### src/rtl/affhl_pkg.sv
// Shared definitions for the float-to-fixed converter family: controller
// state encoding, shift-amount width helper and saturation constants.
package affhl_pkg;

    // Widest fixed-point result the saturation helpers can describe.
    localparam int MAX_FIXEDSIZE = 64;

    typedef enum logic [2:0] {
        ST_IDLE  = 3'd0,
        ST_CALC  = 3'd1,
        ST_SHIFT = 3'd2,
        ST_NEG   = 3'd3,
        ST_DONE  = 3'd4
    } state_t;

    // Width of the signed shift amount: wide enough for radix + exponent
    // sums plus a sign bit and one bit of headroom.
    function automatic int shift_width(input int exp_bits, input int radix_bits);
        return ((exp_bits > radix_bits) ? exp_bits : radix_bits) + 2;
    endfunction

    // Largest positive two's-complement value of the given width.
    function automatic logic [MAX_FIXEDSIZE-1:0] sat_maxpos(input int width);
        return (MAX_FIXEDSIZE'(1) << (width - 1)) - MAX_FIXEDSIZE'(1);
    endfunction

    // Most negative two's-complement value of the given width.
    function automatic logic [MAX_FIXEDSIZE-1:0] sat_maxneg(input int width);
        return MAX_FIXEDSIZE'(1) << (width - 1);
    endfunction

endpackage

### src/rtl/float_shift_plan.sv
// Combinational shift planner: decodes a float and radix point into the
// significand, shift direction, shift count and early overflow flags.
module float_shift_plan
    import affhl_pkg::*;
#(
    parameter int FLOATSIZE      = 32,
    parameter int FIXEDSIZE      = 32,
    parameter int RADIXPOINTSIZE = 6,
    parameter int EXPONENTBITS   = 8,
    parameter int MANTISSABITS   = 23,
    parameter int BIAS           = 127,
    parameter int CNTW           = 6
) (
    input  logic [FLOATSIZE-1:0]      i_float,
    input  logic [RADIXPOINTSIZE-1:0] i_radix,
    output logic [FIXEDSIZE-1:0]      o_sig,
    output logic                      o_sign,
    output logic [CNTW-1:0]           o_count,
    output logic                      o_left,
    output logic                      o_pre_overflow,
    output logic                      o_special
);

    localparam int SW = shift_width(EXPONENTBITS, RADIXPOINTSIZE);
    localparam logic signed [SW-1:0] C_MANT = SW'(MANTISSABITS);
    localparam logic signed [SW-1:0] C_BIAS = SW'(BIAS);
    localparam logic signed [SW-1:0] C_MIN  = SW'(-MANTISSABITS);
    localparam logic signed [SW-1:0] C_FIX  = SW'(FIXEDSIZE);

    logic [EXPONENTBITS-1:0] w_exp;
    logic [MANTISSABITS-1:0] w_mant;
    logic                    w_normal;
    logic signed [SW-1:0]    w_eeff;
    logic signed [SW-1:0]    w_shift;
    logic signed [SW-1:0]    w_neg_shift;

    assign w_exp     = i_float[FLOATSIZE-2 -: EXPONENTBITS];
    assign w_mant    = i_float[MANTISSABITS-1:0];
    assign o_sign    = i_float[FLOATSIZE-1];
    assign w_normal  = |w_exp;
    assign o_special = &w_exp;

    // Hidden bit restored for normals; denormals and zero keep a 0 there.
    assign o_sig  = FIXEDSIZE'({w_normal, w_mant});
    // Denormals use the minimum exponent, not zero.
    assign w_eeff = w_normal ? SW'(w_exp) : SW'(1);

    // Signed distance from the significand LSB to the result LSB.
    assign w_shift     = SW'(i_radix) - C_MANT + w_eeff - C_BIAS;
    assign w_neg_shift = -w_shift;

    // Turn the signed distance into a direction and a bounded count.
    always_comb begin
        o_count        = '0;
        o_left         = 1'b0;
        o_pre_overflow = 1'b0;
        if (o_special) begin
            o_pre_overflow = 1'b1;
        end else if (w_shift < C_MIN) begin
            // Shifting out every significand bit is enough to reach zero.
            o_count = CNTW'(MANTISSABITS + 1);
        end else if (w_shift < 0) begin
            o_count = CNTW'(w_neg_shift);
        end else if (w_shift > C_FIX) begin
            o_left         = 1'b1;
            o_count        = CNTW'(FIXEDSIZE);
            o_pre_overflow = 1'b1;
        end else begin
            o_left  = 1'b1;
            o_count = CNTW'(w_shift);
        end
    end

endmodule

### src/rtl/float_to_fixed_seq.sv
// Multi-cycle float-to-fixed converter: plans the shift in one cycle, then
// walks a narrow shifter over the significand SHIFTSTEP bits per cycle and
// returns a saturated two's-complement result over a valid/ready handshake.
module float_to_fixed_seq
    import affhl_pkg::*;
#(
    parameter int FLOATSIZE      = 32,
    parameter int FIXEDSIZE      = 32,
    parameter int RADIXPOINTSIZE = 6,
    parameter int EXPONENTBITS   = 8,
    parameter int MANTISSABITS   = 23,
    parameter int BIAS           = 2 ** (EXPONENTBITS - 1) - 1,
    parameter int SHIFTSTEP      = 4
) (
    input  logic                      Clk,
    input  logic                      Rst_n,
    input  logic                      InValid,
    output logic                      InReady,
    input  logic [FLOATSIZE-1:0]      InFloat,
    input  logic [RADIXPOINTSIZE-1:0] InRadixPoint,
    output logic                      OutValid,
    input  logic                      OutReady,
    output logic [FIXEDSIZE-1:0]      OutFixed,
    output logic                      OutOverflow
);

    localparam int MAXCNT = (FIXEDSIZE > MANTISSABITS + 1) ? FIXEDSIZE : MANTISSABITS + 1;
    localparam int CNTW   = $clog2(MAXCNT + 1);
    localparam logic [CNTW-1:0]      C_STEP   = CNTW'(SHIFTSTEP);
    localparam logic [FIXEDSIZE-1:0] C_MAXPOS = FIXEDSIZE'(sat_maxpos(FIXEDSIZE));
    localparam logic [FIXEDSIZE-1:0] C_MAXNEG = FIXEDSIZE'(sat_maxneg(FIXEDSIZE));

    state_t                    r_state;
    state_t                    w_next;
    logic [FLOATSIZE-1:0]      r_float;
    logic [RADIXPOINTSIZE-1:0] r_radix;
    logic [FIXEDSIZE-1:0]      r_work;
    logic [CNTW-1:0]           r_cnt;
    logic                      r_left;
    logic                      r_ovf;
    logic                      r_sign;
    logic [FIXEDSIZE-1:0]      r_out_fixed;
    logic                      r_out_ovf;

    logic [FIXEDSIZE-1:0]      w_sig;
    logic                      w_sign;
    logic [CNTW-1:0]           w_count;
    logic                      w_left;
    logic                      w_pre_ovf;
    logic                      w_special;
    logic [CNTW-1:0]           w_k;
    logic [2*FIXEDSIZE-1:0]    w_wide;
    logic                      w_lost;
    logic [FIXEDSIZE-1:0]      w_shifted;
    logic                      w_ovf_final;
    logic [FIXEDSIZE-1:0]      w_result;

    float_shift_plan #(
        .FLOATSIZE      (FLOATSIZE),
        .FIXEDSIZE      (FIXEDSIZE),
        .RADIXPOINTSIZE (RADIXPOINTSIZE),
        .EXPONENTBITS   (EXPONENTBITS),
        .MANTISSABITS   (MANTISSABITS),
        .BIAS           (BIAS),
        .CNTW           (CNTW)
    ) u_plan (
        .i_float        (r_float),
        .i_radix        (r_radix),
        .o_sig          (w_sig),
        .o_sign         (w_sign),
        .o_count        (w_count),
        .o_left         (w_left),
        .o_pre_overflow (w_pre_ovf),
        .o_special      (w_special)
    );

    // One step of the narrow shifter; the upper half of the wide product
    // holds whatever a left shift pushes past the result MSB.
    assign w_k       = (r_cnt < C_STEP) ? r_cnt : C_STEP;
    assign w_wide    = {{FIXEDSIZE{1'b0}}, r_work} << w_k;
    assign w_lost    = |w_wide[2*FIXEDSIZE-1:FIXEDSIZE];
    assign w_shifted = r_left ? w_wide[FIXEDSIZE-1:0] : (r_work >> w_k);

    // A set MSB means the magnitude does not fit the signed result.
    assign w_ovf_final = r_ovf | r_work[FIXEDSIZE-1];
    assign w_result    = w_ovf_final ? (r_sign ? C_MAXNEG : C_MAXPOS)
                                     : (r_sign ? (~r_work + FIXEDSIZE'(1)) : r_work);

    assign InReady     = (r_state == ST_IDLE);
    assign OutValid    = (r_state == ST_DONE);
    assign OutFixed    = r_out_fixed;
    assign OutOverflow = r_out_ovf;

    // Controller state register.
    always_ff @(posedge Clk or negedge Rst_n) begin
        if (!Rst_n) r_state <= ST_IDLE;
        else        r_state <= w_next;
    end

    // Next-state sequencing of one conversion.
    always_comb begin
        w_next = r_state;
        case (r_state)
            ST_IDLE:  if (InValid) w_next = ST_CALC;
            ST_CALC:  w_next = (w_special || (w_count == '0)) ? ST_NEG : ST_SHIFT;
            ST_SHIFT: if (r_cnt <= C_STEP) w_next = ST_NEG;
            ST_NEG:   w_next = ST_DONE;
            ST_DONE:  if (OutReady) w_next = ST_IDLE;
            default:  w_next = ST_IDLE;
        endcase
    end

    // Datapath: request capture, shift sequencing and result registration.
    always_ff @(posedge Clk or negedge Rst_n) begin
        if (!Rst_n) begin
            r_float     <= '0;
            r_radix     <= '0;
            r_work      <= '0;
            r_cnt       <= '0;
            r_left      <= 1'b0;
            r_ovf       <= 1'b0;
            r_sign      <= 1'b0;
            r_out_fixed <= '0;
            r_out_ovf   <= 1'b0;
        end else begin
            case (r_state)
                ST_IDLE: begin
                    if (InValid) begin
                        r_float <= InFloat;
                        r_radix <= InRadixPoint;
                    end
                end
                ST_CALC: begin
                    r_work <= w_sig;
                    r_cnt  <= w_count;
                    r_left <= w_left;
                    r_ovf  <= w_pre_ovf;
                    r_sign <= w_sign;
                end
                ST_SHIFT: begin
                    r_work <= w_shifted;
                    r_cnt  <= r_cnt - w_k;
                    if (r_left && w_lost) r_ovf <= 1'b1;
                end
                ST_NEG: begin
                    r_out_fixed <= w_result;
                    r_out_ovf   <= w_ovf_final;
                end
                default: ;
            endcase
        end
    end

endmodule
### config.mk
export PLATFORM = sky130hd
export DESIGN_NAME = float_to_fixed_seq
export DESIGN_NICKNAME = d
export VERILOG_FILES = /design/src/rtl/affhl_pkg.sv /design/src/rtl/float_shift_plan.sv /design/src/rtl/float_to_fixed_seq.sv
export SDC_FILE = /design/constraint.sdc
export NUM_CORES = 1
export LEC_CHECK = 0
export CAP_MARGIN = 5
export CORE_MARGIN = 2
export CORE_UTILIZATION = 55
export CTS_BUF_LIST = sky130_fd_sc_hd__clkbuf_4
export DETAILED_ROUTE_END_ITERATION = 8
export HOLD_SLACK_MARGIN = 0.12
export PLACE_DENSITY = 0.77
export SLEW_MARGIN = 40
export SYNTH_ARGS = -nofsm -noshare
export SYNTH_HDL_FRONTEND = slang
export SYNTH_SLANG_ARGS = --single-unit
### constraint.sdc
create_clock -name Clk -period 6.3 [get_ports Clk]
set_input_delay 0.63 -clock Clk [delete_from_list [all_inputs] [get_ports Clk]]
set_output_delay 0.63 -clock Clk [all_outputs]
set_load 0.005 [all_outputs]
==> impl_results.md <==
- Result of the run: completed
- Vias per std cell: 6.700
- Critical path startpoint category: flip-flop
- Clk Latency, worst-skew pair: 560 ps
- Area taken by multi-input logic gates: around 5400 um^2
- Proportion of power drawn by the clock network: 8.8%
- Number of routed nets with antenna violations: 0
- Peak supply drop: 0.0005293 V
- GR Util met2: 43.33%
- Leakage power total: 3.816 nW
- Cell type with the highest aggregate area in the netlist: dfrtp_1
- Yosys reg bits: 115
- Starting density of the core: 55.77%
- Post-route DRC violation count: 0
- Most repeated cell in the gate-level netlist after synthesis: dfrtp_1
- Worst hold path class: reg -> reg
- Average wire per standard cell: 20.05 um
- RSZ-0062 raised after global routing: no
- Final layout net count: a little under 1k
- Setup violations, final: 0
- Number of gates resized after CTS: 0
- Synth-to-Final Area Change: 12.18%
- Async SR Flop Fraction: 100.0%
- Largest buffer count on any clock path: 2
- Total net switching power: about 3.1 mW
- Ys flop type: dfrtp_1
- Post-CTS Hold Fix Bufs: 1
- Final weighted congestion in routability-driven placement: 0.9003
- Met3 demand-to-capacity share in global routing: under 10%
- Transition time of the tightest slew-check pin: 787.2 ps
- Max Cap Viol: 0
- Filler instances: 1310
- Yosys top cell area share: 32.84%
- Met1 capacity usage during global routing: 40.95%
- DPL Wire Length: roughly 15 mm
- Final-layout worst hold slack: 484.1 ps
- Clock slew at reported path FFs: 110 ps
- Crit-path max FO: 6
- Busiest metal layer after global routing: met2
- GRT overflow: 0
- Power Density: 653.6 nW/um^2
- CTS tree: yes
- Total die area: 16960 um^2
- Area of all placed cells without fillers: 9831 um^2
- Gate count of the mapped netlist: between 900 and 1k
- Final wirelength: 22.96 mm
- Placement Cell Area: 9538 um^2
- Clock sink count: around 120
- I/O pin count: 77
- Net count after synthesis: 975
- Number of CTS-inserted buffers: 17
- Die outline width: roughly 130 um
- Cell internal pwr: 3.308 mW
- CTS H-tree lvls: 4
- Wire length of the first global-routing pass: ~38 mm
- Cell types occupying the most area after synthesis: dfrtp_1, mux4_2, mux2_2
- DR vias: approximately 7.7k
- Mean instance size in the synthesized netlist: 9.620 um^2
- Core Footprint: 15710 um^2
- Minimum setup slack in the final design: ~2300 ps
- Sequential cell fraction of total power: 26.1%
- Worst endpoint required time: 6760 ps
- Portion of the post-synthesis area used by sequential elements: between 30% and 40%
- First-pass detailed-route iteration total: 6
- Die extent in y: 130.2 um
- Placement Setup Slack: 2308 ps
- Count of unique library cells instantiated by Yosys: 69
- Fraction of power spent switching nets: 48.51%
- Arrival @ worst endpoint: between 4000 and 5000 ps
- Ranking of synthesized cells by instance count: dfrtp_1, clkbuf_1, nand2_1
- Number of placement rows: between 40 and 50
- Min Clock Period, post-route: 4007 ps
- Setup crit end kind: flip-flop
- Fraction of final layout cells sized beyond drive strength 1: between 15 and 20%
- Antenna violations before repair: 1
- Sum of negative setup slack: 0 ps
- Global Route Usage Sum: 28.28%
- Count of pins over their slew limit: 0
- Netlist Area Pre-Place: 8763 um^2
- Number of enable flip-flop cells after synthesis: 0
- Logic pwr share: 65.1%
- CTS Root Cell: clkbuf_4
- Pin count of the biggest net entering global routing: 72
- Area taken by flip-flops and latches: 2879 um^2
- Via count of the first global-routing pass: 7102
- 1st-iter DRT viols: 971
- Number of hold-slack violations in the final timing report: 0
- Critical path class: reg -> reg
- Number of input and output port buffers inserted: 76
- Total design power: between 6 and 7 mW
- Headroom to the max-slew limit: 47.33%
- Final critical-path share of the clock period: 63.60%
- Post-Route Skew: ~13 ps
- Buffers inserted during post-CTS setup optimization: 0
- Worst setup slack for register-to-register paths: 2290 ps
- Count of synthesis-stage warnings from yosys: 0
- Fmax achieved: about 250 MHz
-- logic make-up after synthesis --
group           after synthesis  synth area share [%]
xor+xnor                     13                 1.299
mux                         129                 23.36
other cells                   1               0.04279
flops                       115                 32.84
buf+inv                     123                 5.411
fa+ha+maj                    22                 3.312
simple gates                254                 14.19
compound gates              254                 19.55
-- final timing paths --
check,start,endpoint,cells past startpoint
max in group asynchronous,Rst_n,r_float[10]$_DFFE_PN0P_,3
min,OutFixed[20]$_DFFE_PN0P_,OutFixed[20]$_DFFE_PN0P_,2
max,r_radix[0]$_DFFE_PN0P_,r_state[0]$_DFFE_PN0P_,10
min in group asynchronous,Rst_n,OutFixed[15]$_DFFE_PN0P_,2
min reg2reg,OutFixed[20]$_DFFE_PN0P_,OutFixed[20]$_DFFE_PN0P_,2
max reg2reg,r_radix[0]$_DFFE_PN0P_,r_state[0]$_DFFE_PN0P_,10
-- registers in the layout, indices dropped and copies added, names as in the netlist --
register,count
r_sign,1
r_cnt,6
r_float,32
r_state,3
r_work,32
r_ovf,1
r_radix,6
r_left,1
OutFixed,32
OutOverflow,1
-- cells in the final DEF (no fill, tap or decap), types with 8 or more instances in the layout --
| cell | count |
|---|---|
| dfrtp_1 | 114 |
| clkdlybuf4s50_1 | 75 |
| nand2_1 | 70 |
| nor2_1 | 65 |
| mux4_2 | 56 |
| a21oi_1 | 55 |
| o21ai_0 | 46 |
| mux2_2 | 44 |
| nor3_1 | 31 |
| mux2i_1 | 29 |
| ha_1 | 20 |
| inv_1 | 19 |
| o22ai_1 | 18 |
| clkbuf_4 | 18 |
| a22oi_1 | 17 |
| nor4_1 | 15 |
| o31ai_1 | 15 |
| buf_4 | 12 |
| nand3_1 | 11 |
| o221ai_1 | 10 |
| a21boi_0 | 10 |
| a21o_1 | 9 |
| xnor2_1 | 8 |
| a221o_1 | 8 |
| or3_1 | 8 |
-- layer usage --
layer	vias to the layer above	routed length, um
li1	3492	-
met1	3776	9898
met2	367	10780
met3	37	1883
met4	0	398
met5	-	0
-- layout make-up --
cell class	count	area share, %
Sequential cell	115	29.29
Timing Repair Buffer	90	9.049
Clock buffer	18	1.375
Antenna cell	1	0.02546
Inverter	19	0.7255
Clock inverter	13	1.451
Multi-Input combinational cell	673	55.34
Tap cell	216	2.749
-- metrics by stage --
stage               util, %  instances
detailed placement    60.70       1112
global route          62.57       1145
finish                62.57       1145
global placement      60.43       1111
floorplan                 -        911
CTS                   62.53       1144
-- power by group through the flow --
stage               clock network (mW)  registers (mW)  logic (mW)
global route                     0.603            1.74        4.59
floorplan                            0            1.33        3.31
CTS                              0.576            1.66        4.14
finish                           0.565            1.68        4.18
global placement                     0            1.65        4.03
detailed placement                   0            1.67        4.12
-- worst max-delay path, cell delays in order, from the launching register on --
cell	delay, ps
dfrtp_1	420
ha_1	240
xor2_1	150
ha_1	350
ha_1	310
a211oi_1	650
or2_2	310
o221ai_1	210
o41ai_1	710
o22ai_1	270
o211a_1	270
No activity file was read; power rests on OpenSTA's default activity.
